## config.mk

```make
export PLATFORM = sky130hd
export DESIGN_NAME = joy_dir_filter_flat
export DESIGN_NICKNAME = d
export VERILOG_FILES = /design/src/rtl/joy_dir_if.sv /design/src/rtl/joy_dir_filter.sv /design/src/flat_wrapper.sv
export SDC_FILE = /design/constraint.sdc
export NUM_CORES = 1
export LEC_CHECK = 0
export ABC_CLOCK_PERIOD_IN_PS = 2900
export BUFFER_PORTS_ARGS = -buffer_cell sky130_fd_sc_hd__buf_2
export CAP_MARGIN = 20
export CORE_ASPECT_RATIO = 1.5
export CORE_MARGIN = 2
export CORE_UTILIZATION = 60
export DETAILED_ROUTE_END_ITERATION = 8
export HOLD_SLACK_MARGIN = 0.05
export PLACE_DENSITY = 0.8
export SLEW_MARGIN = 20
export SYNTH_ARGS = -nofsm -noshare
export SYNTH_HDL_FRONTEND = slang
export SYNTH_SLANG_ARGS = --single-unit
```

## constraint.sdc

```tcl
create_clock -name clk -period 2.9 [get_ports clk]
set_clock_uncertainty 0.1 [all_clocks]
set_input_delay 0.29 -clock clk [delete_from_list [all_inputs] [get_ports clk]]
set_output_delay 0.29 -clock clk [all_outputs]
set_load 0.1 [all_outputs]
```

## src/rtl/joy_dir_if.sv

```systemverilog
// Direction-path bundle between the input merger (master) and joy_dir_filter (slave).
interface joy_dir_if #(
   parameter int PLAYERS = 2
);
   logic                 ce;
   logic [1:0]           mode;
   logic [1:0]           rotate;
   logic [PLAYERS-1:0]   flip;
   logic [4*PLAYERS-1:0] in_dir;
   logic [4*PLAYERS-1:0] out_dir;
   logic [PLAYERS-1:0]   changed;

   modport master (
      output ce, mode, rotate, flip, in_dir,
      input  out_dir, changed
   );

   modport slave (
      input  ce, mode, rotate, flip, in_dir,
      output out_dir, changed
   );
endinterface

```

## src/rtl/joy_dir_filter.sv

```systemverilog
// Per-player joystick conditioner: rotate/flip, two-flop sync, per-bit debounce, then
// reduction to 8-way, 4-way last-pressed, 4-way first-held or 2-way horizontal output.
module joy_dir_filter #(
   parameter int PLAYERS   = 2,
   parameter int DEB_TICKS = 3,
   parameter int DEB_W     = 4
) (
   input logic      clk,
   input logic      reset_n,
   joy_dir_if.slave bus
);

   localparam int               NB       = 4 * PLAYERS;
   localparam logic [DEB_W-1:0] CNT_ZERO = DEB_W'(32'd0);
   localparam logic [DEB_W-1:0] CNT_ONE  = DEB_W'(32'd1);
   localparam logic [DEB_W-1:0] CNT_LAST = DEB_W'(DEB_TICKS - 1);
   localparam logic [1:0]       MODE_8WAY   = 2'd0;
   localparam logic [1:0]       MODE_4LAST  = 2'd1;
   localparam logic [1:0]       MODE_4FIRST = 2'd2;
   localparam logic [1:0]       MODE_2WAY   = 2'd3;
   localparam logic [3:0]       LR_BITS     = 4'b0011;

   logic [NB-1:0]            s1_q, s1_d;
   logic [NB-1:0]            s2_q, s2_d;
   logic [NB-1:0]            stable_q, stable_d;
   logic [NB-1:0]            stable_dly_q, stable_dly_d;
   logic [NB-1:0][DEB_W-1:0] cnt_q, cnt_d;
   logic [PLAYERS-1:0][3:0]  mask_q, mask_d;
   logic [NB-1:0]            out_q, out_d;
   logic [PLAYERS-1:0]       changed_q, changed_d;
   logic [1:0]               mode_q, mode_d;
   logic                     mode_chg_s;
   logic [PLAYERS-1:0][3:0]  held_s, rise_s;

   // Bit order is {up, down, left, right}; r counts clockwise quarter turns.
   function automatic logic [3:0] rotate_dirs(input logic [3:0] d, input logic [1:0] r);
      logic [3:0] res;
      case (r)
         2'd0:    res = d;
         2'd1:    res = {d[1], d[0], d[2], d[3]};
         2'd2:    res = {d[2], d[3], d[0], d[1]};
         2'd3:    res = {d[0], d[1], d[3], d[2]};
         default: res = d;
      endcase
      return res;
   endfunction

   function automatic logic [3:0] top_bit(input logic [3:0] v);
      logic [3:0] res;
      if (v[3]) begin
         res = 4'b1000;
      end else if (v[2]) begin
         res = 4'b0100;
      end else if (v[1]) begin
         res = 4'b0010;
      end else if (v[0]) begin
         res = 4'b0001;
      end else begin
         res = 4'b0000;
      end
      return res;
   endfunction

   // A fresh press wins; otherwise keep the mask while its bit is still held.
   function automatic logic [3:0] last_pressed(input logic [3:0] held, input logic [3:0] rise,
                                               input logic [3:0] mask);
      logic [3:0] res;
      if (rise != 4'b0000) begin
         res = top_bit(rise);
      end else if ((held & mask) == 4'b0000) begin
         res = top_bit(held);
      end else begin
         res = mask;
      end
      return res;
   endfunction

   function automatic logic [3:0] first_held(input logic [3:0] held, input logic [3:0] mask);
      logic [3:0] res;
      if ((held & mask) == 4'b0000) begin
         res = top_bit(held);
      end else begin
         res = mask;
      end
      return res;
   endfunction

   function automatic logic [3:0] cancel_opposite(input logic [3:0] d);
      logic ud_ok;
      logic lr_ok;
      ud_ok = ~(d[3] & d[2]);
      lr_ok = ~(d[1] & d[0]);
      return {d[3] & ud_ok, d[2] & ud_ok, d[1] & lr_ok, d[0] & lr_ok};
   endfunction

   // Rotation/flip applied ahead of the synchroniser.
   always_comb begin
      s1_d = s1_q;
      for (int p = 0; p < PLAYERS; p++) begin
         s1_d[4*p +: 4] = rotate_dirs(bus.in_dir[4*p +: 4], bus.rotate + {bus.flip[p], 1'b0});
      end
      s2_d = s1_q;
   end

   // Per-bit debounce counter and stable value.
   always_comb begin
      stable_d     = stable_q;
      cnt_d        = cnt_q;
      stable_dly_d = stable_q;
      for (int i = 0; i < NB; i++) begin
         if (s2_q[i] == stable_q[i]) begin
            cnt_d[i] = CNT_ZERO;
         end else if (bus.ce) begin
            if (cnt_q[i] == CNT_LAST) begin
               stable_d[i] = s2_q[i];
               cnt_d[i]    = CNT_ZERO;
            end else begin
               cnt_d[i] = cnt_q[i] + CNT_ONE;
            end
         end else begin
            cnt_d[i] = cnt_q[i];
         end
      end
   end

   // Held and newly-risen directions per player, plus mode-change detection.
   always_comb begin
      held_s     = '0;
      rise_s     = '0;
      mode_d     = bus.mode;
      mode_chg_s = (bus.mode != mode_q);
      for (int p = 0; p < PLAYERS; p++) begin
         held_s[p] = stable_q[4*p +: 4];
         rise_s[p] = stable_q[4*p +: 4] & ~stable_dly_q[4*p +: 4];
      end
   end

   // Mode reduction: new mask and output come from the same clk's stable/mask view.
   always_comb begin
      mask_d    = mask_q;
      out_d     = out_q;
      changed_d = '0;
      for (int p = 0; p < PLAYERS; p++) begin
         case (bus.mode)
            MODE_8WAY: begin
               mask_d[p]       = 4'b0000;
               out_d[4*p +: 4] = cancel_opposite(held_s[p]);
            end
            MODE_4LAST: begin
               if (mode_chg_s) begin
                  mask_d[p] = 4'b0000;
               end else begin
                  mask_d[p] = last_pressed(held_s[p], rise_s[p], mask_q[p]);
               end
               out_d[4*p +: 4] = held_s[p] & mask_d[p];
            end
            MODE_4FIRST: begin
               if (mode_chg_s) begin
                  mask_d[p] = 4'b0000;
               end else begin
                  mask_d[p] = first_held(held_s[p], mask_q[p]);
               end
               out_d[4*p +: 4] = held_s[p] & mask_d[p];
            end
            MODE_2WAY: begin
               if (mode_chg_s) begin
                  mask_d[p] = 4'b0000;
               end else begin
                  mask_d[p] = last_pressed(held_s[p] & LR_BITS, rise_s[p] & LR_BITS, mask_q[p]);
               end
               out_d[4*p +: 4] = held_s[p] & LR_BITS & mask_d[p];
            end
            default: begin
               mask_d[p]       = 4'b0000;
               out_d[4*p +: 4] = 4'b0000;
            end
         endcase
         changed_d[p] = (out_d[4*p +: 4] != out_q[4*p +: 4]);
      end
   end

   // State registers; reset overrides everything, including a debounce in progress.
   always_ff @(posedge clk) begin
      if (!reset_n) begin
         s1_q         <= '0;
         s2_q         <= '0;
         stable_q     <= '0;
         stable_dly_q <= '0;
         cnt_q        <= '0;
         mask_q       <= '0;
         out_q        <= '0;
         changed_q    <= '0;
         mode_q       <= 2'd0;
      end else begin
         s1_q         <= s1_d;
         s2_q         <= s2_d;
         stable_q     <= stable_d;
         stable_dly_q <= stable_dly_d;
         cnt_q        <= cnt_d;
         mask_q       <= mask_d;
         out_q        <= out_d;
         changed_q    <= changed_d;
         mode_q       <= mode_d;
      end
   end

   assign bus.out_dir = out_q;
   assign bus.changed = changed_q;

endmodule

```

## src/flat_wrapper.sv

```systemverilog
// flat-port wrapper written by rule: the top's interface ports become plain ports
module joy_dir_filter_flat 
#(
   parameter int PLAYERS   = 2,
   parameter int DEB_TICKS = 3,
   parameter int DEB_W     = 4
)
  (clk, reset_n, bus_ce, bus_mode, bus_rotate, bus_flip, bus_in_dir, bus_out_dir, bus_changed);
  joy_dir_if #(.PLAYERS(PLAYERS)) bus_i ();
  input logic clk;
  input logic reset_n;
  input wire logic [$bits(bus_i.ce)-1:0] bus_ce;
  input wire logic [$bits(bus_i.mode)-1:0] bus_mode;
  input wire logic [$bits(bus_i.rotate)-1:0] bus_rotate;
  input wire logic [$bits(bus_i.flip)-1:0] bus_flip;
  input wire logic [$bits(bus_i.in_dir)-1:0] bus_in_dir;
  output wire logic [$bits(bus_i.out_dir)-1:0] bus_out_dir;
  output wire logic [$bits(bus_i.changed)-1:0] bus_changed;
  assign bus_i.ce = bus_ce;
  assign bus_i.mode = bus_mode;
  assign bus_i.rotate = bus_rotate;
  assign bus_i.flip = bus_flip;
  assign bus_i.in_dir = bus_in_dir;
  assign bus_out_dir = bus_i.out_dir;
  assign bus_changed = bus_i.changed;
  joy_dir_filter #(.PLAYERS(PLAYERS), .DEB_TICKS(DEB_TICKS), .DEB_W(DEB_W)) u_core (.clk(clk), .reset_n(reset_n), .bus(bus_i));
endmodule
```

# After elaboration in Yosys (flattened, before gate mapping)
# Cells that the tools add are included.
# word_totals
reg_bits	84
input_bits	17
out_inout_bits	10
word_cells	178
# classes
bitwise_logic	39
n_eq_ne	28
addsub	10
n_reduce_logical	27
muxes	50
# ops
operator	count
$mux W4	39
$pmux W4 S4	6
$add A4 B1 Y4 const B	8
$and A4 B4 Y4	8
$eq A4 B2 Y1 const B	8
$reduce_and A3 Y1	8
$and A2 B4 Y4	4
$logic_not A4 Y1	4
$reduce_bool A4 Y1	4
$reduce_or A2 Y1	8
$not A1 Y1	13
$and A1 B1 Y1	12
$eq A2 B2 Y1 const B	6
$eq A1 B1 Y1	8
$ne A4 B4 Y1	2
$not A4 Y4	2
$eq A2 B1 Y1 const B	3
$logic_not A2 Y1	3
$add A2 B2 Y2	2
$mux W1	4
$mux W2	1
$ne A2 B2 Y1	1

# Logic depth before layout (Yosys ltp)
# Gate-level depths: netlist (run 1).
# depth
ltp_word	12
mapped_depth	10
depth_no_buf	9

# Least setup slack after synthesis (run 1)
# No wires, ideal clock.
# synth_path
path_kind	reg-to-reg
from	register u_core.out_q[3] (netlist: u_core.bus.out_dir[3])
to	register u_core.changed_q[0] (netlist: u_core.bus.changed[0])
arrival_time_ps	2411
path_stages_with_launch	8
slack_ps	264
n_path_buf	0
required_time_ps	2675
setup_ps	125
synth_period_minus_slack_ps	2636
cell_sequence	dfxtp_1 nor2b_1 mux2_2 a221oi_1 o211ai_1 nor2_1 o2111ai_1 o41a_1
# synth_between
elab_chain_cells	1
# synth_rtl
item	line	text
from (decl)	joy_dir_filter.sv:29	logic [NB-1:0] out_q, out_d;
from (signal assigned)	joy_dir_filter.sv:201	out_q <= out_d;
$ne A4 B4 Y1	joy_dir_filter.sv:178	changed_d[p] = (out_d[4*p +: 4] != out_q[4*p +: 4]);
to (signal assigned)	joy_dir_filter.sv:202	changed_q <= changed_d;
to (decl)	joy_dir_filter.sv:30	logic [PLAYERS-1:0] changed_q, changed_d;
# No other way between the ends.
# A chain may end at the register's enable or synchronous reset.

# Worst setup path in the final report (run 1)
# layout_path
from	register u_core.stable_q[1] (netlist: u_core.held_s[1])
to	register u_core.changed_q[0] (netlist: u_core.bus.changed[0])
# layout_between
elab_chain_cells	10
word_cells_on_any_way	32
classes_between	eq/ne: 1; mux: 17; bitwise: 10; reduce/logical: 4
# layout_rtl
item	line	text
from (decl)	joy_dir_filter.sv:25	logic [NB-1:0] stable_q, stable_d;
from (signal assigned)	joy_dir_filter.sv:197	stable_q <= stable_d;
$mux W4 / $and A4 B4 Y4 (equally long branches)	joy_dir_filter.sv:54, joy_dir_filter.sv:134	
$mux W4 / $mux W2 (equally long branches)	joy_dir_filter.sv:52, joy_dir_filter.sv:54	
$mux W4 (on tied branches)	joy_dir_filter.sv:50, joy_dir_filter.sv:52	
$mux W4 (on tied branches)	joy_dir_filter.sv:80, joy_dir_filter.sv:50	
$mux W4	joy_dir_filter.sv:68	if (rise != 4'b0000) begin
$mux W4	joy_dir_filter.sv:150	if (mode_chg_s) begin
$mux W4	joy_dir_filter.sv:144	case (bus.mode)
$and A4 B4 Y4	joy_dir_filter.sv:155	out_d[4*p +: 4] = held_s[p] & mask_d[p];
$pmux W4 S4 (*)	joy_dir_filter.sv:144	
$ne A4 B4 Y1 (*)	joy_dir_filter.sv:178	
# Every way passes the cells marked *; elsewhere a longest branch is shown, timed or not. The select of a mux whose other input is x is not followed.

==> qor.txt, run 1 <==
Required @ worst endpoint - 3.03 ns
Routed WL - 10.4 mm
Period minus WS final - 2.66 ns
site row count - 39
Leak Pwr - 1.93 nW
crit end category - flop
first-pass detailed-route iteration total - 5
vias per cell - 6.06
wire length on met3 - 402 um
Arr. time, crit path - 2.79 ns
DRT iter0 DRCs - 230
Setup Fix Bufs, Post-CTS - 0
Power Total - 2.47 mW
Post-synth EDFFs - 0
peak supply drop - 0.000389 V
Hold Fails Final Rpt - 0
fraction of layout cells with a size suffix above 1 - 0.140
max cap viols - 0
worst hold slack - 0.146 ns
Core ar. - 7560 um^2
startpoint types - flop
Resized cells post-CTS - 0
met1 wire length - 4.30 mm
antenna cells - 0
RD Place Congestion - 1.01
largest net degree at the start of global routing - 56
slew at the pin closest to its max-slew limit - 0.776 ns
most frequent cells in the layout - 84 x dfxtp_1, 50 x nand2_1, 47 x nor2_1
unrepaired setup endpoints after global routing - false
Longest Clk Path Bufs - 2
Setup violations, final - 0
CP max stage cell - dfxtp_1
biggest cell delay along the critical path - 0.48 ns
CP max FO - 14
Area Growth Syn to Fin - 10.6%
area of the multi-input gates - 2800 um^2
Synth Cell Area - 4660 um^2
crit path buf inv count - 0
Die W - 76.0 um
Power Density - 478 nW/um^2
fmax - 0.375 GHz
global-route wire length before repair - 17.6 mm
Top-Level Pins - 27
Post-Synthesis Mean Instance Area - 8.78 um^2
Die Ht - 112 um
synth unique cells - 71
Synth Flop Type - dfxtp_1
status - finished, final reports clean
Syn Inst Count - 531
Filler cells - 613
Reg-to-Reg Start - u_core.held_s[1]
FF+latch count, synth - 84
FF+latch area - 1680 um^2
Min-Delay Path Class - input port to flop
H-Tree Depth - 3
met2 WL post-DR - 5.16 mm
via count - 4000
vias in the first global route - 3935
Yosys Warn Count - 0
die area - 8510 um^2
number of port buffers - 26
TritonCTS Buffers - 9
later-pin clock latency in the skew report - 0.34 ns
hold path startpoint - bus_mode[0]
Final period util - 0.918
Slew Viols, Final - 0
Routed Antenna Nets - 0
post-synthesis net count - 552
sequential fraction of the synthesis area - 0.361
antenna violations before repair - 0
Crit Path Category - flop to flop
Worst-path clk slew - 0.06 ns
grt total ovfl - 0
leading cell type in the layout, fill and taps excluded - dfxtp_1
cts hold-fix bufs - 0
nets - 574
Post-DP HPWL - 7.51 mm
worst-path cell chain - nor2b_1 > nor4_4 > o21ai_0 > a211oi_1 > o2111ai_1 > o41a_1
family with the most delay on the worst path - compound AO/OA/AOI/OAI gates
Initial Utilization - 0.617
per-cell routed wire length - 15.8 um
Root Driver - clkbuf_16
Synth async-reset ratio - 0
DRC - 0
setup tns final - 0 ns
TritonCTS clock tree - yes
gr usage total - 0.256
CP startpoint - u_core.held_s[1]
Clock Sinks - 84
Worst slew margin - 0.483
Max Used Layer - met4
sequential cells by signal, indices dropped and copies added (netlist names):
register             count
u_core.cnt_q            32
u_core.bus.out_dir       8
u_core.held_s            8
u_core.mask_q            8
u_core.s1_q              8
u_core.s2_q              8
u_core.stable_dly_q      8
u_core.bus.changed       2
u_core.mode_q            2
final timing paths:
kind	to	slack, ns	depth (start not counted)
max	u_core.bus.changed[0]	0.24	6
min	u_core.mode_q[0]	0.15	2
max reg2reg	u_core.bus.changed[0]	0.24	6
min reg2reg	u_core.s2_q[5]	0.33	1
layer usage:
| layer | vias to the layer above | GRT usage |
|---|---|---|
| met1 | 1870 | 0.284 |
| li1 | 1957 | - |
| met3 | 46 | 0.0438 |
| met2 | 127 | 0.446 |
| met4 | 0 | 0.172 |
| met5 | - | 0 |
cell type report:
type                    instances  area share
clock buffers                  12      0.0497
clock inverters                 4     0.00606
inverters                      15      0.0109
multi-input cells             407       0.543
flip-flops and latches         84       0.326
well taps                     102      0.0247
repair buffers                 36      0.0398
metrics by stage:
step,instances,util,setup slack (ns),cell area (um^2)
after detailed placement,644,0.644,0.176,4870
after CTS,660,0.682,0.305,5160
after floorplan,531,-,0.264,4660
after global routing,660,0.682,0.0796,5160
after global placement,644,0.644,0.229,4870
final,660,0.682,0.237,5160
synthesized netlist by cell type (3+ instances only):
cell       number  area, um^2
a21boi_0        6        45.0
a21oi_1        25         125
a221oi_2        3        45.0
a22oi_1         4        30.0
a311oi_1        6        52.6
a31oi_1         4        25.0
a32o_1          3        30.0
and2_1         30         188
buf_1           5        18.8
buf_2           4        20.0
clkbuf_1       13        48.8
dfxtp_1        84        1680
ha_1            4        50.1
inv_1          15        56.3
mux2i_1        14         140
mux4_2          8         180
nand2_1        50         188
nand2b_1        7        43.8
nand3_1        19        95.1
nand3b_1        7        52.6
nand4_1        11        68.8
nor2_1         47         176
nor2b_1        24         150
nor3_1         10        50.1
nor3b_1         6        45.0
nor4_1          8        50.1
o2111ai_1       3        26.3
o211ai_1        5        37.5
o21ai_0        14        70.1
o21bai_1        6        45.0
o22ai_1         3        18.8
xnor2_1         4        35.0
xor2_1         28         245
power breakdown:
| group | switching [mW] | internal, mW |
|---|---|---|
| Clock | 0.464 | 0.632 |
| Combinational | 0.104 | 0.0814 |
| Sequential | 0.0123 | 1.18 |
| Total | 0.581 | 1.89 |
cells by family after synthesis:
family          share of synthesized area
compound gates                      0.187
fa+ha+maj                          0.0107
xor+xnor                           0.0671
flops                               0.361
buf+inv                            0.0389
mux                                0.0711
simple gates                        0.265
Note: power is estimated with default switching activity, not from simulation.
==> inputs of run 2 (changes only) <==
- PLACE_DENSITY: 0.8 -> 0.79
==> qor.txt, run 2 (synthesis gave the netlist of run 1 again) <==
wire length on met3 - 480 um
Register-to-Register Path Depth - 7
met1 wire length - 4.26 mm
max cap viols - 0
biggest cell delay along the critical path - 0.68 ns
worst-path cell chain - nor2b_1 > or4_4 > nand2_1 > a221oi_2 > or3_1 > o221ai_1 > o41a_1
utilization after layout - 0.690
Longest Clk Path Bufs - 2
cts hold-fix bufs - 0
most frequent cells in the layout - 84 x dfxtp_1, 50 x nand2_1, 47 x nor2_1
die area - 8510 um^2
Worst-path clk slew - 0.06 ns
Clock Sinks - 84
Crit Path Category - flop to flop
Root Driver - clkbuf_16
TritonCTS Buffers - 9
Core ar. - 7560 um^2
family with the most delay on the worst path - compound AO/OA/AOI/OAI gates
CP max stage cell - dfxtp_1
CP max FO - 16
Reg-to-Reg Start - u_core.held_s[5]
Routed WL - 10.8 mm
Hold Fails Final Rpt - 0
Resized cells post-CTS - 0
Slew Viols, Final - 0
met2 WL post-DR - 5.60 mm
first-pass detailed-route iteration total - 4
grt total ovfl - 0
Leak Pwr - 1.96 nW
status - finished, final reports clean
design area - 5220 um^2
Required @ worst endpoint - 3.02 ns
Routed Antenna Nets - 0
final cell count without fillers - 662
RD Place Congestion - 1.04
register bank with the most flops - u_core.cnt_q
placed insts - 647
crit path buf inv count - 0
fmax - 0.379 GHz
global-route wire length before repair - 18.2 mm
DRT iter0 DRCs - 314
Power Total - 2.61 mW
later-pin clock latency in the skew report - 0.34 ns
site row count - 39
number of port buffers - 26
Min-Delay Path Class - input port to flop
Area Growth Syn to Fin - 11.9%
pre-CTS setup slack - 0.213 ns
setup tns final - 0 ns
Final WS setup - 0.261 ns
Setup Fix Bufs, Post-CTS - 0
startpoint types - flop
Filler cells - 598
TritonCTS clock tree - yes
crit end category - flop
Arr. time, crit path - 2.76 ns
fraction of layout cells with a size suffix above 1 - 0.145
Initial Utilization - 0.617
gr usage total - 0.264
unrepaired setup endpoints after global routing - false
nets - 577
Hold Path Stages - 2
Die Ht - 112 um
Post-DP HPWL - 7.67 mm
per-cell routed wire length - 16.3 um
max reg flops - 32
vias per cell - 6.13
Reg2Reg Setup Slack - 0.26 ns
Final period util - 0.910
Setup violations, final - 0
R2R Path End - u_core.bus.changed[1]
Worst slew margin - 0.454
peak supply drop - 0.000423 V
via count - 4060
vias in the first global route - 3982
largest net degree at the start of global routing - 56
Period minus WS final - 2.64 ns
Placed Instance Area - 4890 um^2
leading cell type in the layout, fill and taps excluded - dfxtp_1
antenna violations before repair - 0
worst hold slack - 0.151 ns
Power Density - 501 nW/um^2
Max Used Layer - met4
DRC - 0
Die W - 76.0 um
H-Tree Depth - 3
slew at the pin closest to its max-slew limit - 0.819 ns
antenna cells - 0
Top-Level Pins - 27
Hold Path End - u_core.mode_q[0]
hold path startpoint - bus_mode[0]
-- run 2: how the worst max path moves through the flow --
| stage | start | to | slack, ns | cells after the start |
|---|---|---|---|---|
| final | u_core.held_s[5] | u_core.bus.changed[1] | 0.26 | 7 |
| after global routing | u_core.held_s[0] | u_core.bus.changed[0] | 0.14 | 7 |
| after CTS | u_core.held_s[5] | u_core.bus.changed[1] | 0.29 | 7 |
| after detailed placement | bus_mode[0] | u_core.bus.changed[0] | 0.21 | 10 |
| after global placement | u_core.held_s[5] | u_core.bus.changed[1] | 0.30 | 7 |
| after floorplan | u_core.bus.out_dir[3] | u_core.bus.changed[0] | 0.26 | 7 |
-- run 2: area by class of cell --
| class | instances | area, um^2 | share of cell area |
|---|---|---|---|
| multi-input cells | 407 | 2800 | 0.537 |
| flip-flops and latches | 84 | 1680 | 0.322 |
| clock buffers | 10 | 239 | 0.0458 |
| repair buffers | 39 | 228 | 0.0436 |
| well taps | 102 | 128 | 0.0245 |
| clock inverters | 5 | 85.1 | 0.0163 |
| inverters | 15 | 56.3 | 0.0108 |
-- run 2: per-layer routing --
metal	GRT usage	up-vias
li1	-	1965
met1	0.284	1938
met2	0.481	122
met3	0.0511	35
met4	0.148	0
met5	0	-
-- run 2: power breakdown --
group	total (mW)	internal [mW]	switching, mW
Sequential	1.19	1.18	0.0127
Combinational	0.188	0.0830	0.105
Clock	1.24	0.777	0.462
Total	2.61	2.03	0.580
